==> config.mk <==
export PLATFORM = sky130hd
export DESIGN_NAME = load_store_unit_flat
export DESIGN_NICKNAME = d
export VERILOG_FILES = /design/src/rtl/lsu_pkg.sv /design/src/rtl/lsu_if.sv /design/src/rtl/lsu_align.sv /design/src/rtl/load_store_unit.sv /design/src/flat_wrapper.sv
export SDC_FILE = /design/constraint.sdc
export NUM_CORES = 1
export LEC_CHECK = 0
export CORE_ASPECT_RATIO = 0.9
export CORE_UTILIZATION = 48
export CTS_CLUSTER_SIZE = 14
export DETAILED_ROUTE_END_ITERATION = 6
export PLACE_DENSITY_LB_ADDON = 0.2
export SYNTH_ARGS = -nofsm -noshare
export SYNTH_HDL_FRONTEND = slang
export SYNTH_SLANG_ARGS = --single-unit
==> constraint.sdc <==
create_clock -name clk -period 4.65 [get_ports clk]
set_input_delay 0.6975 -clock clk [delete_from_list [all_inputs] [get_ports clk]]
set_output_delay 0.6975 -clock clk [all_outputs]
set_load 0.02 [all_outputs]
==> src/rtl/lsu_pkg.sv <==
// Shared types and constants for the load/store unit.
package lsu_pkg;

  typedef enum logic [1:0] {SZ_B, SZ_H, SZ_W, SZ_RSV} size_t;

  typedef enum logic [1:0] {IDLE, REQ, WAIT, DONE} lsu_state_t;

  localparam logic [3:0] BE_WORD = 4'b1111;

endpackage

==> src/rtl/lsu_if.sv <==
// Data-memory request/grant/response bus; master = load/store unit, slave = memory.
interface lsu_if #(
  parameter int DATA_WIDTH = 32,
  parameter int ADDR_WIDTH = 32
);
  logic                  req;
  logic                  we;
  logic [3:0]            be;
  logic [ADDR_WIDTH-1:0] addr;
  logic [DATA_WIDTH-1:0] wdata;
  logic                  gnt;
  logic                  rvalid;
  logic [DATA_WIDTH-1:0] rdata;

  modport master (
    output req, we, be, addr, wdata,
    input  gnt, rvalid, rdata
  );

  modport slave (
    input  req, we, be, addr, wdata,
    output gnt, rvalid, rdata
  );
endinterface

==> src/rtl/lsu_align.sv <==
// Combinational lane handling: store replication and byte enables, misalign
// detection, and load shift with sign/zero extension.
module lsu_align import lsu_pkg::*; (
  input  size_t       st_size,
  input  logic [1:0]  st_off,
  input  logic [31:0] st_wdata,
  output logic [31:0] fmt_wdata,
  output logic [3:0]  fmt_be,
  output logic        misaligned,
  input  size_t       ld_size,
  input  logic [1:0]  ld_off,
  input  logic        ld_unsigned,
  input  logic [31:0] rdata_raw,
  output logic [31:0] ld_data
);
  logic [31:0] shifted;

  always_comb begin
    fmt_wdata  = st_wdata;
    fmt_be     = 4'b0000;
    misaligned = 1'b0;
    case (st_size)
      SZ_B: begin
        fmt_wdata = {4{st_wdata[7:0]}};
        fmt_be    = 4'b0001 << st_off;
      end
      SZ_H: begin
        fmt_wdata  = {2{st_wdata[15:0]}};
        fmt_be     = 4'b0011 << st_off;
        misaligned = st_off[0];
      end
      SZ_W: begin
        fmt_be     = BE_WORD;
        misaligned = (st_off != 2'b00);
      end
      default: misaligned = 1'b1;
    endcase
  end

  assign shifted = rdata_raw >> {ld_off, 3'b000};

  // Word accesses are always aligned, so shifted equals the raw word there.
  always_comb begin
    ld_data = shifted;
    case (ld_size)
      SZ_B: ld_data = ld_unsigned ? {24'd0, shifted[7:0]}
                                  : {{24{shifted[7]}}, shifted[7:0]};
      SZ_H: ld_data = ld_unsigned ? {16'd0, shifted[15:0]}
                                  : {{16{shifted[15]}}, shifted[15:0]};
      default: ld_data = shifted;
    endcase
  end
endmodule

==> src/rtl/load_store_unit.sv <==
// Data-memory initiator: one load/store per instruction, stalls until done.
// Optional WAIT-state timeout abort enabled by macro LSU_TIMEOUT_EN.
module load_store_unit import lsu_pkg::*; #(
  parameter int DATA_WIDTH     = 32,
  parameter int ADDR_WIDTH     = 32,
  parameter int TIMEOUT_CYCLES = 256
) (
  input  logic                  clk,
  input  logic                  rst,
  input  logic                  ls_valid,
  input  logic                  ls_we,
  input  logic [1:0]            ls_size,
  input  logic                  ls_unsigned,
  input  logic [ADDR_WIDTH-1:0] ls_addr,
  input  logic [DATA_WIDTH-1:0] ls_wdata,
  output logic                  ls_stall,
  output logic                  ls_done,
  output logic                  ls_err,
  output logic [DATA_WIDTH-1:0] ls_rdata,
  lsu_if.master                 mem
);
  if (DATA_WIDTH != 32 || TIMEOUT_CYCLES < 1) begin : g_bad_param
    $error("load_store_unit: DATA_WIDTH must be 32 and TIMEOUT_CYCLES >= 1");
  end

  lsu_state_t            state_q, state_d;
  logic                  we_q, uns_q, err_q;
  size_t                 size_q;
  logic [1:0]            off_q;
  logic [3:0]            be_q;
  logic [DATA_WIDTH-1:0] wdata_q, rdata_q;
  logic [ADDR_WIDTH-1:0] addr_q;

  logic [31:0] fmt_wdata, ld_data;
  logic [3:0]  fmt_be;
  logic        misaligned;
  logic        accept, finish;

  lsu_align u_align (
    .st_size     (size_t'(ls_size)),
    .st_off      (ls_addr[1:0]),
    .st_wdata    (ls_wdata),
    .fmt_wdata   (fmt_wdata),
    .fmt_be      (fmt_be),
    .misaligned  (misaligned),
    .ld_size     (size_q),
    .ld_off      (off_q),
    .ld_unsigned (uns_q),
    .rdata_raw   (mem.rdata),
    .ld_data     (ld_data)
  );

`ifdef LSU_TIMEOUT_EN
  localparam int CNT_W = $clog2(TIMEOUT_CYCLES + 1);
  logic [CNT_W-1:0] wait_cnt;
  logic             expire;

  always_ff @(posedge clk) begin
    if (rst) begin
      wait_cnt <= '0;
    end else if (state_q == WAIT) begin
      wait_cnt <= wait_cnt + 1'b1;
    end else begin
      wait_cnt <= '0;
    end
  end
`endif

  always_comb begin
    state_d  = state_q;
    ls_stall = 1'b0;
    accept   = 1'b0;
    finish   = 1'b0;
`ifdef LSU_TIMEOUT_EN
    expire   = 1'b0;
`endif
    case (state_q)
      IDLE: begin
        ls_stall = ls_valid;
        if (ls_valid) begin
          accept  = 1'b1;
          state_d = misaligned ? DONE : REQ;
        end
      end
      REQ: begin
        ls_stall = 1'b1;
        if (mem.gnt) begin
          if (mem.rvalid) begin
            finish  = 1'b1;
            state_d = DONE;
          end else begin
            state_d = WAIT;
          end
        end
      end
      WAIT: begin
        ls_stall = 1'b1;
        if (mem.rvalid) begin
          finish  = 1'b1;
          state_d = DONE;
        end
`ifdef LSU_TIMEOUT_EN
        else if (wait_cnt == CNT_W'(TIMEOUT_CYCLES - 1)) begin
          expire  = 1'b1;
          state_d = DONE;
        end
`endif
      end
      default: state_d = IDLE;
    endcase
  end

  always_ff @(posedge clk) begin
    if (rst) begin
      state_q <= IDLE;
      we_q    <= 1'b0;
      size_q  <= SZ_B;
      uns_q   <= 1'b0;
      off_q   <= 2'b00;
      be_q    <= 4'b0000;
      wdata_q <= '0;
      addr_q  <= '0;
      err_q   <= 1'b0;
      rdata_q <= '0;
    end else begin
      state_q <= state_d;
      if (accept) begin
        we_q    <= ls_we;
        size_q  <= size_t'(ls_size);
        uns_q   <= ls_unsigned;
        off_q   <= ls_addr[1:0];
        be_q    <= fmt_be;
        wdata_q <= fmt_wdata;
        addr_q  <= {ls_addr[ADDR_WIDTH-1:2], 2'b00};
        err_q   <= misaligned;
        rdata_q <= '0;
      end
      if (finish) begin
        err_q   <= 1'b0;
        rdata_q <= we_q ? '0 : ld_data;
      end
`ifdef LSU_TIMEOUT_EN
      if (expire) begin
        err_q   <= 1'b1;
        rdata_q <= '0;
      end
`endif
    end
  end

  // Bus fields read as zero outside REQ so memory never sees stale requests.
  assign mem.req   = (state_q == REQ);
  assign mem.we    = mem.req & we_q;
  assign mem.be    = mem.req ? be_q    : 4'b0000;
  assign mem.addr  = mem.req ? addr_q  : '0;
  assign mem.wdata = mem.req ? wdata_q : '0;

  assign ls_done  = (state_q == DONE);
  assign ls_err   = ls_done & err_q;
  assign ls_rdata = ls_done ? rdata_q : '0;
endmodule

==> src/flat_wrapper.sv <==
// flat-port wrapper written by rule: the top's interface ports become plain ports
module load_store_unit_flat import lsu_pkg::*;
#(
  parameter int DATA_WIDTH     = 32,
  parameter int ADDR_WIDTH     = 32,
  parameter int TIMEOUT_CYCLES = 256
)
  (clk, rst, ls_valid, ls_we, ls_size, ls_unsigned, ls_addr, ls_wdata, ls_stall, ls_done, ls_err, ls_rdata, mem_req, mem_we, mem_be, mem_addr, mem_wdata, mem_gnt, mem_rvalid, mem_rdata);
  lsu_if #(.DATA_WIDTH(DATA_WIDTH), .ADDR_WIDTH(ADDR_WIDTH)) mem_i ();
  input  logic clk;
  input  logic rst;
  input  logic ls_valid;
  input  logic ls_we;
  input  logic [1:0] ls_size;
  input  logic ls_unsigned;
  input  logic [ADDR_WIDTH-1:0] ls_addr;
  input  logic [DATA_WIDTH-1:0] ls_wdata;
  output logic ls_stall;
  output logic ls_done;
  output logic ls_err;
  output logic [DATA_WIDTH-1:0] ls_rdata;
  output wire logic [$bits(mem_i.req)-1:0] mem_req;
  output wire logic [$bits(mem_i.we)-1:0] mem_we;
  output wire logic [$bits(mem_i.be)-1:0] mem_be;
  output wire logic [$bits(mem_i.addr)-1:0] mem_addr;
  output wire logic [$bits(mem_i.wdata)-1:0] mem_wdata;
  input wire logic [$bits(mem_i.gnt)-1:0] mem_gnt;
  input wire logic [$bits(mem_i.rvalid)-1:0] mem_rvalid;
  input wire logic [$bits(mem_i.rdata)-1:0] mem_rdata;
  assign mem_req = mem_i.req;
  assign mem_we = mem_i.we;
  assign mem_be = mem_i.be;
  assign mem_addr = mem_i.addr;
  assign mem_wdata = mem_i.wdata;
  assign mem_i.gnt = mem_gnt;
  assign mem_i.rvalid = mem_rvalid;
  assign mem_i.rdata = mem_rdata;
  load_store_unit #(.DATA_WIDTH(DATA_WIDTH), .ADDR_WIDTH(ADDR_WIDTH), .TIMEOUT_CYCLES(TIMEOUT_CYCLES)) u_core (.clk(clk), .rst(rst), .ls_valid(ls_valid), .ls_we(ls_we), .ls_size(ls_size), .ls_unsigned(ls_unsigned), .ls_addr(ls_addr), .ls_wdata(ls_wdata), .ls_stall(ls_stall), .ls_done(ls_done), .ls_err(ls_err), .ls_rdata(ls_rdata), .mem(mem_i));
endmodule
==> metrics.yaml, run 1 <==
outcome:
  status: "complete, no violations"
final_layout:
  layout_common_cells: "clkdlybuf4s50_1 (206), nand2_1 (126), dfxtp_1 (107), and2_1 (100), a21oi_1 (68)"
  layout_commonest_cell: "clkdlybuf4s50_1"
  fill_cells: 864
  syn2layout_area_growth_pct: 43.86
  n_antenna_cell: 0
  finish.net_count: 923
  final_util_pct: 71.12
  drive_gt1_share_pct: 6.227
cts:
  cts_buffers: 9
  holdBufCountCts: 0
  clock-sinks: 107
  cts_buffer_depth: 2
  cts-resized-gates: 0
  clockRootBuffer: "clkbuf_16"
  htreeDepth: 3
  tritoncts: "yes"
  clkLatencyLatePin_ns: 0.34
  cts_post_setup_buffers_inserted: 0
  clk_pin_slew_ns: 0.07
critical_path:
  cp_max_fo: 71
  critPathTopFamily: "adder cells"
  cp.required_ns: 3.95
  cp_slowest_cell: "ha_2"
  arrival_ns: 2.58
  timing.critical_path.buf_inv: 2
  crit_path_start_kind: "flop"
  criticalPathCategory: "reg -> out"
  endpoint_kind: "primary output"
  path_cells: "inv_1, ha_2, and2_1, clkdlybuf4s50_1"
  slowest_delay_ns: 0.89
yosys:
  synth.yosys.warnings: 0
  synth_edf_count: 0
  seq_area_frac_synth_pct: 39.92
  synth-seq-cells: 107
  syn_area_per_cell_sq_um: 8.320
  synth_ff_type: "dfxtp_1"
  syn-cell-area_sq_um: 5366
  yosysUniqueCellTypes: 45
  synth-async-reset-ratio_pct: 0
  syn_inst: 645
timing:
  fin_ws_ns: 1.377
  rsz0062_at_grt: "no"
  max_slew_margin_pct: 26.05
  worst_pin_slew_ns: 1.105
  drv_slew: 0
  hold_violations: 0
  hold_ws_ns: 0.4499
  fmax_mhz: 305.6
  tns_ns: 0
  report.final.setup_viol: 0
  finalClockSkew_ns: 0.007413
  min_period_ns: 3.273
  period_share_pct: 70.38
floorplanning:
  core-area_sq_um: 10860
  io_pins: 210
  die_height_um: 102.3
  die_area_sq_um: 11610
  die_w_um: 113.5
  initial_core_util_pct: 49.44
  row_count: 36
flow_run:
  max-cap-violations: 0
power_and_ir_drop:
  ir_drop_uv: 221.1
  p_per_area_nw_per_um2: 384.7
  power_uw: 2970
  leakage_uw: 0.002861
grt:
  antenna_found_initial: 0
  grt_pass1_wl_mm: 24.61
  grt_max_degree: 91
  grt_pass1_vias: 5046
  gr-total-overflow: 0
  grt_util_all_layers_pct: 26.80
place:
  post-place-ws_ns: 1.600
  io_buffers: 207
  place.detailed.hpwl_mm: 10.91
  gp_congestion: 0.8401
detailed_routing:
  vias: 5279
  drc_errors: 0
  dr.pass1.iters: 5
  post_drt_via_cell_ratio: 5.437
  drt-initial-drc-count: 317
  drt-total-wl_mm: 15.85
  avgRoutedWirePerCell_um: 16.33
  ant_nets: 0
min_path:
  worstHoldPathType: "reg -> reg"
-- power breakdown --
part           internal, uW  switching [uW]  total [uW]
registers              1070            87.2        1160
logic                   419             581        1000
clock network           487             327         814
total                  1970             995        2970
-- kinds of logic after synthesis --
kind of cell               count (synthesis)  synth area share, %
and+or+nand+nor                          281                25.48
AOI/OAI and AO/OA                        152                18.49
DFF                                      107                39.92
buffers and inverters                     60                5.526
muxes                                     40                9.583
adders and majority gates                  4               0.9327
other                                      1              0.06988
-- worst reg2reg max path, cell delays in order (launching register included) --
cell      delay [ns]
dfxtp_1         0.34
inv_1           0.09
ha_2            0.89
a21oi_2         0.19
or4_4           0.60
a211oi_4        0.64
a221o_1         0.24
-- metrics by stage --
step                      cell area (sq um)  std cells
after global routing                   7720        971
after detailed placement               7400        955
after CTS                              7720        971
final                                  7720        971
after floorplan                        5370        646
after global placement                 7400        955
-- metal layers --
metal | vias up | track usage [%] | routed length, um
met3 | 36 | 6.643 | 1277
met5 | - | 0 | 0
li1 | 2545 | - | -
met1 | 2460 | 33.43 | 6670
met4 | 0 | 9.818 | 370
met2 | 238 | 45.30 | 7533
-- final cells by class --
type | instances | area (sq um) | area share, %
Inverter | 5 | 18.77 | 0.2431
Tap cell | 152 | 190.2 | 2.464
Multi-Input combinational cell | 479 | 2944 | 38.14
Timing Repair Buffer | 212 | 2105 | 27.26
Clock buffer | 12 | 246.5 | 3.193
Clock inverter | 4 | 73.82 | 0.9562
Sequential cell | 107 | 2142 | 27.75
-- synth_stat cells (2+ instances only) --
| master | instances | share of area (%) |
|---|---|---|
| a21oi_1 | 68 | 6.3 |
| dfxtp_1 | 107 | 40 |
| ha_1 | 4 | 0.93 |
| a311oi_1 | 8 | 1.3 |
| a221o_1 | 10 | 1.9 |
| buf_1 | 5 | 0.35 |
| a22oi_1 | 8 | 1.1 |
| mux2_2 | 8 | 1.7 |
| nand2_1 | 127 | 8.9 |
| buf_2 | 2 | 0.19 |
| buf_4 | 2 | 0.28 |
| nor3_1 | 8 | 0.75 |
| buf_6 | 4 | 0.84 |
| o21ai_0 | 24 | 2.2 |
| nand2b_1 | 2 | 0.23 |
| and2_1 | 101 | 12 |
| mux2i_1 | 24 | 4.5 |
| inv_1 | 5 | 0.35 |
| clkbuf_8 | 2 | 0.51 |
| a221o_2 | 6 | 1.3 |
| mux4_2 | 7 | 2.9 |
| o211ai_1 | 3 | 0.42 |
| clkbuf_1 | 39 | 2.7 |
| a22o_1 | 7 | 1.1 |
| nor2b_1 | 2 | 0.23 |
| nor2_1 | 35 | 2.4 |
| a211oi_1 | 9 | 1.3 |
-- worst paths after layout --
path                                       start  cells past startpoint                              end  slack, ns
setup / recovery  u_core.state_q[1]$_SDFFE_PP0P_                      4                    mem_wdata[29]       1.38
hold / removal    u_core.addr_q[20]$_SDFFE_PP0P_                      2   u_core.addr_q[20]$_SDFFE_PP0P_       0.45
setup reg to reg  u_core.state_q[1]$_SDFFE_PP0P_                      6  u_core.rdata_q[22]$_SDFFE_PP0P_       1.59
hold reg to reg   u_core.addr_q[20]$_SDFFE_PP0P_                      2   u_core.addr_q[20]$_SDFFE_PP0P_       0.45
-- sequential cells by signal (all words and copies together) (netlist names) --
register        cells
u_core.rdata_q     32
u_core.wdata_q     32
u_core.addr_q      30
u_core.be_q         4
u_core.off_q        2
u_core.size_q       2
u_core.state_q      2
u_core.err_q        1
u_core.uns_q        1
u_core.we_q         1
Power figures use the tool's default switching activity.
==> run 2: changes to the inputs <==
--- a/config.mk
+++ b/config.mk
@@ -6,7 +6,7 @@
 export NUM_CORES = 1
 export LEC_CHECK = 0
 export CORE_ASPECT_RATIO = 0.9
-export CORE_UTILIZATION = 48
+export CORE_UTILIZATION = 44
 export CTS_CLUSTER_SIZE = 14
 export DETAILED_ROUTE_END_ITERATION = 6
 export PLACE_DENSITY_LB_ADDON = 0.2
==> constraint.sdc (replaced) <==
create_clock -name clk -period 3.1 [get_ports clk]
set_input_delay 0.465 -clock clk [delete_from_list [all_inputs] [get_ports clk]]
set_output_delay 0.465 -clock clk [all_outputs]
set_load 0.02 [all_outputs]
==> run 2 against run 1 <==
  * First-iteration DRC count is 24% higher
  * Core utilization down 4.8 points
  * Register-to-register slack lost 0.83 ns
  * Critical path depth grew 1
  * Clock-buffer cell count down 2
  * Sequential share of layout area is 0.072 points lower
  * Routed wire length is 2.8% lower
  * Hold slack better by 0.0016 ns
  * Sequential cell count unchanged
  * Critical path type unchanged
  * Critical endpoint is now mem_addr[11]
  * Largest cell class unchanged
  * Highest routed layer unchanged
==> metrics.yaml, run 2 (synthesis gave the netlist of run 1 again) <==
grt:
  antenna_found_initial: 0  # unchanged
  grt_pass1_vias: 5052  # +0.12%
  grt_pass1_wl_mm: 25.07  # +1.9%
  gr-total-overflow: 0  # unchanged
  grt_util_all_layers_pct: 24.60  # -2.2 points
  grt_max_degree: 90  # -1.1%
critical_path:
  endpoint_kind: "primary output"
  cp_max_fo: 70  # -1.4%
  slowest_delay_ns: 0.62  # -0.27 ns
  crit_start: "u_core.state_q[1]$_SDFFE_PP0P_"
  timing.critical_path.buf_inv: 3  # +1
  path_cells: "inv_1, ha_2, buf_4, and2_1, clkdlybuf4s50_1"
  cp_slowest_cell: "clkdlybuf4s50_1"
  criticalPathCategory: "reg -> out"
  cp.required_ns: 2.63  # -1.32 ns
  critPathTopFamily: "buffers and inverters"
  crit_path_start_kind: "flop"
  arrival_ns: 2.32  # -0.26 ns
  timing.rr.start: "u_core.off_q[1]$_SDFFE_PP0P_"
final_layout:
  fill_cells: 984  # +14%
  layout_commonest_cell: "clkdlybuf4s50_1"
  final_util_pct: 66.34  # -4.8 points
  syn2layout_area_growth_pct: 44.23
  final_area_sq_um: 7740  # +0.26%
  layout_common_cells: "clkdlybuf4s50_1 (206), nand2_1 (126), dfxtp_1 (107), and2_1 (100), a21oi_1 (68)"
  finish.net_count: 930  # +0.76%
  drive_gt1_share_pct: 7.264  # +1.0 points
  n_antenna_cell: 0  # unchanged
  reg_top3: "u_core.rdata_q (32), u_core.wdata_q (32), u_core.addr_q (30)"
detailed_routing:
  drc_errors: 0  # unchanged
  vias: 5230  # -0.93%
  ant_nets: 0  # unchanged
  avgRoutedWirePerCell_um: 15.70  # -3.8%
  drt-total-wl_mm: 15.42  # -2.8%
  drt-initial-drc-count: 393  # +24%
  post_drt_via_cell_ratio: 5.326  # -2.0%
  dr.pass1.iters: 5  # unchanged
cts:
  holdBufCountCts: 0  # unchanged
  cts_post_setup_buffers_inserted: 0  # unchanged
  clkLatencyLatePin_ns: 0.34  # about the same
  cts_buffer_depth: 2  # unchanged
  clockRootBuffer: "clkbuf_16"
  clock-sinks: 107  # unchanged
  htreeDepth: 3  # unchanged
  cts_buffers: 9  # unchanged
  clk_pin_slew_ns: 0.07  # about the same
  tritoncts: "yes"
  cts-resized-gates: 0  # unchanged
power_and_ir_drop:
  ir_drop_uv: 352.4  # +59%
  p_per_area_nw_per_um2: 558.7  # +45%
  leakage_uw: 0.002882  # +0.73%
  power_uw: 4325  # +46%
timing:
  rsz0062_at_grt: "no"
  hold_violations: 0  # unchanged
  worst_pin_slew_ns: 0.8904  # -0.2149 ns
  min_period_ns: 2.781
  max_slew_margin_pct: 40.18  # +14 points
  fmax_mhz: 359.5
  finalClockSkew_ns: 0.008566  # +0.001153 ns
  report.final.setup_viol: 0  # unchanged
  fin_ws_ns: 0.3185  # -1.059 ns
  tns_ns: 0  # unchanged
  drv_slew: 0  # unchanged
  period_share_pct: 89.72
place:
  post-place-ws_ns: 0.5935  # -1.006 ns
  placed_cell_area_sq_um: 7456  # +0.76%
  gp_congestion: 0.8281  # -1.4%
  place.detailed.hpwl_mm: 11.25  # +3.1%
  io_buffers: 207  # unchanged
floorplanning:
  initial_core_util_pct: 46.00  # -3.4 points
  die_area_sq_um: 12640  # +8.9%
  io_pins: 210  # unchanged
  die_height_um: 106.8  # +4.4%
  die_w_um: 118.4  # +4.4%
  core-area_sq_um: 11670  # +7.5%
  row_count: 37  # +2.8%
min_path:
  worstHoldPathType: "reg -> reg"
  min_from: "u_core.addr_q[29]$_SDFFE_PP0P_"
outcome:
  status: "complete, no violations"
flow_run:
  max-cap-violations: 0  # unchanged
-- run 2: cell count changes in the layout (fill, tap and decap cells not counted), sizes merged --
| cell | previous run | this run |
|---|---|---|
| bufinv | 2 | 0 |
| inv | 5 | 8 |
| clkbuf | 12 | 10 |
| clkinv | 2 | 3 |
| buf | 6 | 13 |
-- run 2: metal layers --
metal | up-vias | wire (um) | GRT usage (%)
li1 | 2564 | - | -
met1 | 2428 | 6639 | 31.59
met2 | 210 | 7262 | 40.76
met3 | 28 | 1188 | 6.170
met4 | 0 | 325 | 7.595
met5 | - | 0 | 0
-- run 2: worst paths after layout --
path | endpoint | slack (ns) | cells past startpoint
worst min register to register | u_core.addr_q[29]$_SDFFE_PP0P_ | 0.45 | 2
worst max register to register | u_core.rdata_q[31]$_SDFFE_PP0P_ | 0.76 | 4
worst min-delay path | u_core.addr_q[29]$_SDFFE_PP0P_ | 0.45 | 2
worst max-delay path | mem_addr[11] | 0.32 | 5
-- run 2: layout make-up --
class	instances	area (sq um)	share of cell area (%)
Multi-Input combinational cell	479	2943	38.02
Clock inverter	6	45.04	0.5820
Tap cell	156	195.2	2.522
Clock buffer	10	239.0	3.088
Inverter	5	18.77	0.2425
Sequential cell	107	2142	27.68
Timing Repair Buffer	219	2157	27.87
-- run 2: worst reg2reg max path, stage by stage (launching register included) --
cell and delay [ns]:
dfxtp_1 0.79, mux4_1 0.72, o21ai_1 0.24, a211oi_4 0.13
a221o_2 0.34
-- run 2: power by group --
group	leakage (uW)	internal (uW)	total (uW)	switching [uW]
combinational	0.00186	639	1500	864
clock	0.000144	575	1090	514
sequential	0.000874	1600	1730	132
-- run 2: stage by stage --
| stage | hold WS [ns] | cells |
|---|---|---|
| CTS | 0.4520 | 982 |
| detailed placement | 0.4422 | 966 |
| global route | 0.4797 | 982 |
| global placement | 0.4382 | 966 |
| floorplan | 0.4268 | 646 |
| finish | 0.4515 | 982 |
==> run 3: changes to the inputs <==
--- a/config.mk
+++ b/config.mk
@@ -9,6 +9,7 @@
 export CORE_UTILIZATION = 44
 export CTS_CLUSTER_SIZE = 14
 export DETAILED_ROUTE_END_ITERATION = 6
+export MAX_ROUTING_LAYER = met4
 export PLACE_DENSITY_LB_ADDON = 0.2
 export SYNTH_ARGS = -nofsm -noshare
 export SYNTH_HDL_FRONTEND = slang
==> run 3 against run 2 <==
  * Clock power about the same
  * Sequential cell count is the same
  * Sequential power about the same
  * Setup slack better by 0.0073 ns
  * Critical path type unchanged
  * Highest routed layer unchanged
==> metrics.yaml, run 3 (synthesis gave the netlist of run 1 again) <==
final_layout:
  layout_commonest_cell: "clkdlybuf4s50_1"
  reg_top3: "u_core.rdata_q (32), u_core.wdata_q (32), u_core.addr_q (30)"
  fill_cells: 984  # unchanged
  syn2layout_area_growth_pct: 44.23  # unchanged
  n_antenna_cell: 0  # unchanged
  drive_gt1_share_pct: 7.264  # unchanged
  seqCellArea_sq_um: 2142  # unchanged
  finish.net_count: 930  # unchanged
  layout_common_cells: "clkdlybuf4s50_1 (206), nand2_1 (126), dfxtp_1 (107), and2_1 (100), a21oi_1 (68)"
  multi_input_area_sq_um: 2943  # unchanged
cts:
  htreeDepth: 3  # unchanged
  tritoncts: "yes"
  holdBufCountCts: 0  # unchanged
  cts_post_setup_buffers_inserted: 0  # unchanged
  cts_buffers: 9  # unchanged
  cts_buffer_depth: 2  # unchanged
  clkLatencyLatePin_ns: 0.34  # about the same
  clock-sinks: 107  # unchanged
  clockRootBuffer: "clkbuf_16"
  clk_pin_slew_ns: 0.07  # about the same
  cts-resized-gates: 0  # unchanged
timing:
  max_slew_margin_pct: 41.14  # +0.95 points
  rsz0062_at_grt: "no"
  min_period_ns: 2.774  # -0.007252 ns
  period_share_pct: 89.49  # -0.23 points
  tns_ns: 0  # unchanged
  hold_violations: 0  # unchanged
  drv_slew: 0  # unchanged
  worst_pin_slew_ns: 0.8762  # -0.01416 ns
  fin_ws_ns: 0.3258  # +0.007252 ns
  report.final.setup_viol: 0  # unchanged
  fmax_mhz: 360.5  # +0.26%
  finalClockSkew_ns: 0.008977  # +0.0004107 ns
detailed_routing:
  avgRoutedWirePerCell_um: 15.70  # about the same
  post_drt_via_cell_ratio: 5.350  # +0.46%
  drt-total-wl_mm: 15.42  # about the same
  drc_errors: 0  # unchanged
  vias: 5254  # +0.46%
  dr.pass1.iters: 5  # unchanged
  drt-initial-drc-count: 417  # +6.1%
  ant_nets: 0  # unchanged
floorplanning:
  die_height_um: 106.8  # unchanged
  die_w_um: 118.4  # unchanged
  initial_core_util_pct: 46.00  # unchanged
  die_area_sq_um: 12640  # unchanged
  row_count: 37  # unchanged
  core-area_sq_um: 11670  # unchanged
  io_pins: 210  # unchanged
place:
  place.detailed.hpwl_mm: 11.25  # unchanged
  gp_congestion: 0.8407  # +1.5%
  post-place-ws_ns: 0.5935  # unchanged
  io_buffers: 207  # unchanged
min_path:
  worstHoldPathType: "reg -> reg"
  hold_path_depth: 2  # unchanged
  hold_end: "u_core.wdata_q[26]$_SDFFE_PP0P_"
  min_from: "u_core.wdata_q[26]$_SDFFE_PP0P_"
critical_path:
  arrival_ns: 2.31  # about the same
  critical_path_depth: 5  # unchanged
  rr_endpoint: "u_core.rdata_q[31]$_SDFFE_PP0P_"
  criticalPathCategory: "reg -> out"
  cp_max_fo: 70  # unchanged
  timing.rr.start: "u_core.state_q[0]$_SDFFE_PP0P_"
  ff2ff_path_depth: 6  # +2
  crit_start: "u_core.state_q[1]$_SDFFE_PP0P_"
  path_cells: "inv_1, ha_2, buf_4, and2_1, clkdlybuf4s50_1"
  critPathTopFamily: "buffers and inverters"
  crit_path_start_kind: "flop"
  reg2reg_slack_ns: 0.77  # about the same
  endpoint_kind: "primary output"
  cp_slowest_cell: "clkdlybuf4s50_1"
  slowest_delay_ns: 0.62  # about the same
  timing.critical_path.buf_inv: 3  # unchanged
  cp.required_ns: 2.63  # about the same
grt:
  grt_util_all_layers_pct: 25.36  # +0.75 points
  antenna_found_initial: 0  # unchanged
  grt_max_degree: 90  # unchanged
  grt_pass1_wl_mm: 25.03  # -0.16%
  gr-total-overflow: 0  # unchanged
  grt_pass1_vias: 5064  # +0.24%
power_and_ir_drop:
  leakage_uw: 0.002882  # unchanged
  p_per_area_nw_per_um2: 559.1  # about the same
  ir_drop_uv: 352.6  # about the same
flow_run:
  max-cap-violations: 0  # unchanged
outcome:
  status: "complete, no violations"
[run 3: worst min-delay path: cells and delay by family, from the launching register on]
kind               cells  cell delay [ns]
and+or+nand+nor        1             0.05
DFF                    1             0.31
AOI/OAI and AO/OA      1             0.05
[run 3: stage by stage]
stage | util [%] | std cells | total power, uW | area, sq um | hold WS, ns
floorplan | - | 646 | 2711 | 5370 | 0.4268
finish | 66.34 | 982 | 4327 | 7740 | 0.4518
global route | 66.34 | 982 | 4591 | 7740 | 0.4797
global placement | 63.91 | 966 | 3210 | 7456 | 0.4382
detailed placement | 63.91 | 966 | 3264 | 7456 | 0.4422
CTS | 66.34 | 982 | 4357 | 7740 | 0.4520
[run 3: where the power goes]
group | internal, uW | total (uW) | switching [uW] | leakage [uW]
clock network | 575 | 1090 | 519 | 0.000144
registers | 1600 | 1730 | 132 | 0.000874
logic | 639 | 1500 | 862 | 0.00186
total | 2820 | 4330 | 1510 | 0.00288
[run 3: how the worst max path moves through the flow]
stage	to	slack, ns
floorplan	u_core.rdata_q[21]$_SDFFE_PP0P_	0.96
global placement	u_core.rdata_q[17]$_SDFFE_PP0P_	0.65
detailed placement	u_core.rdata_q[17]$_SDFFE_PP0P_	0.59
CTS	mem_addr[11]	0.31
global route	mem_wdata[31]	0.16
finish	mem_addr[11]	0.33
[run 3: final cells by class]
cell class,count,share of cell area (%)
Tap cell,156,2.522
Clock buffer,10,3.088
Sequential cell,107,27.68
Clock inverter,6,0.5820
Inverter,5,0.2425
Timing Repair Buffer,219,27.87
Multi-Input combinational cell,479,38.02
[run 3: metal layers]
metal	track usage [%]	wire (um)
met4	7.595	305
met2	40.55	7263
met1	32.55	6755
met3	5.106	1095
met5	-	0
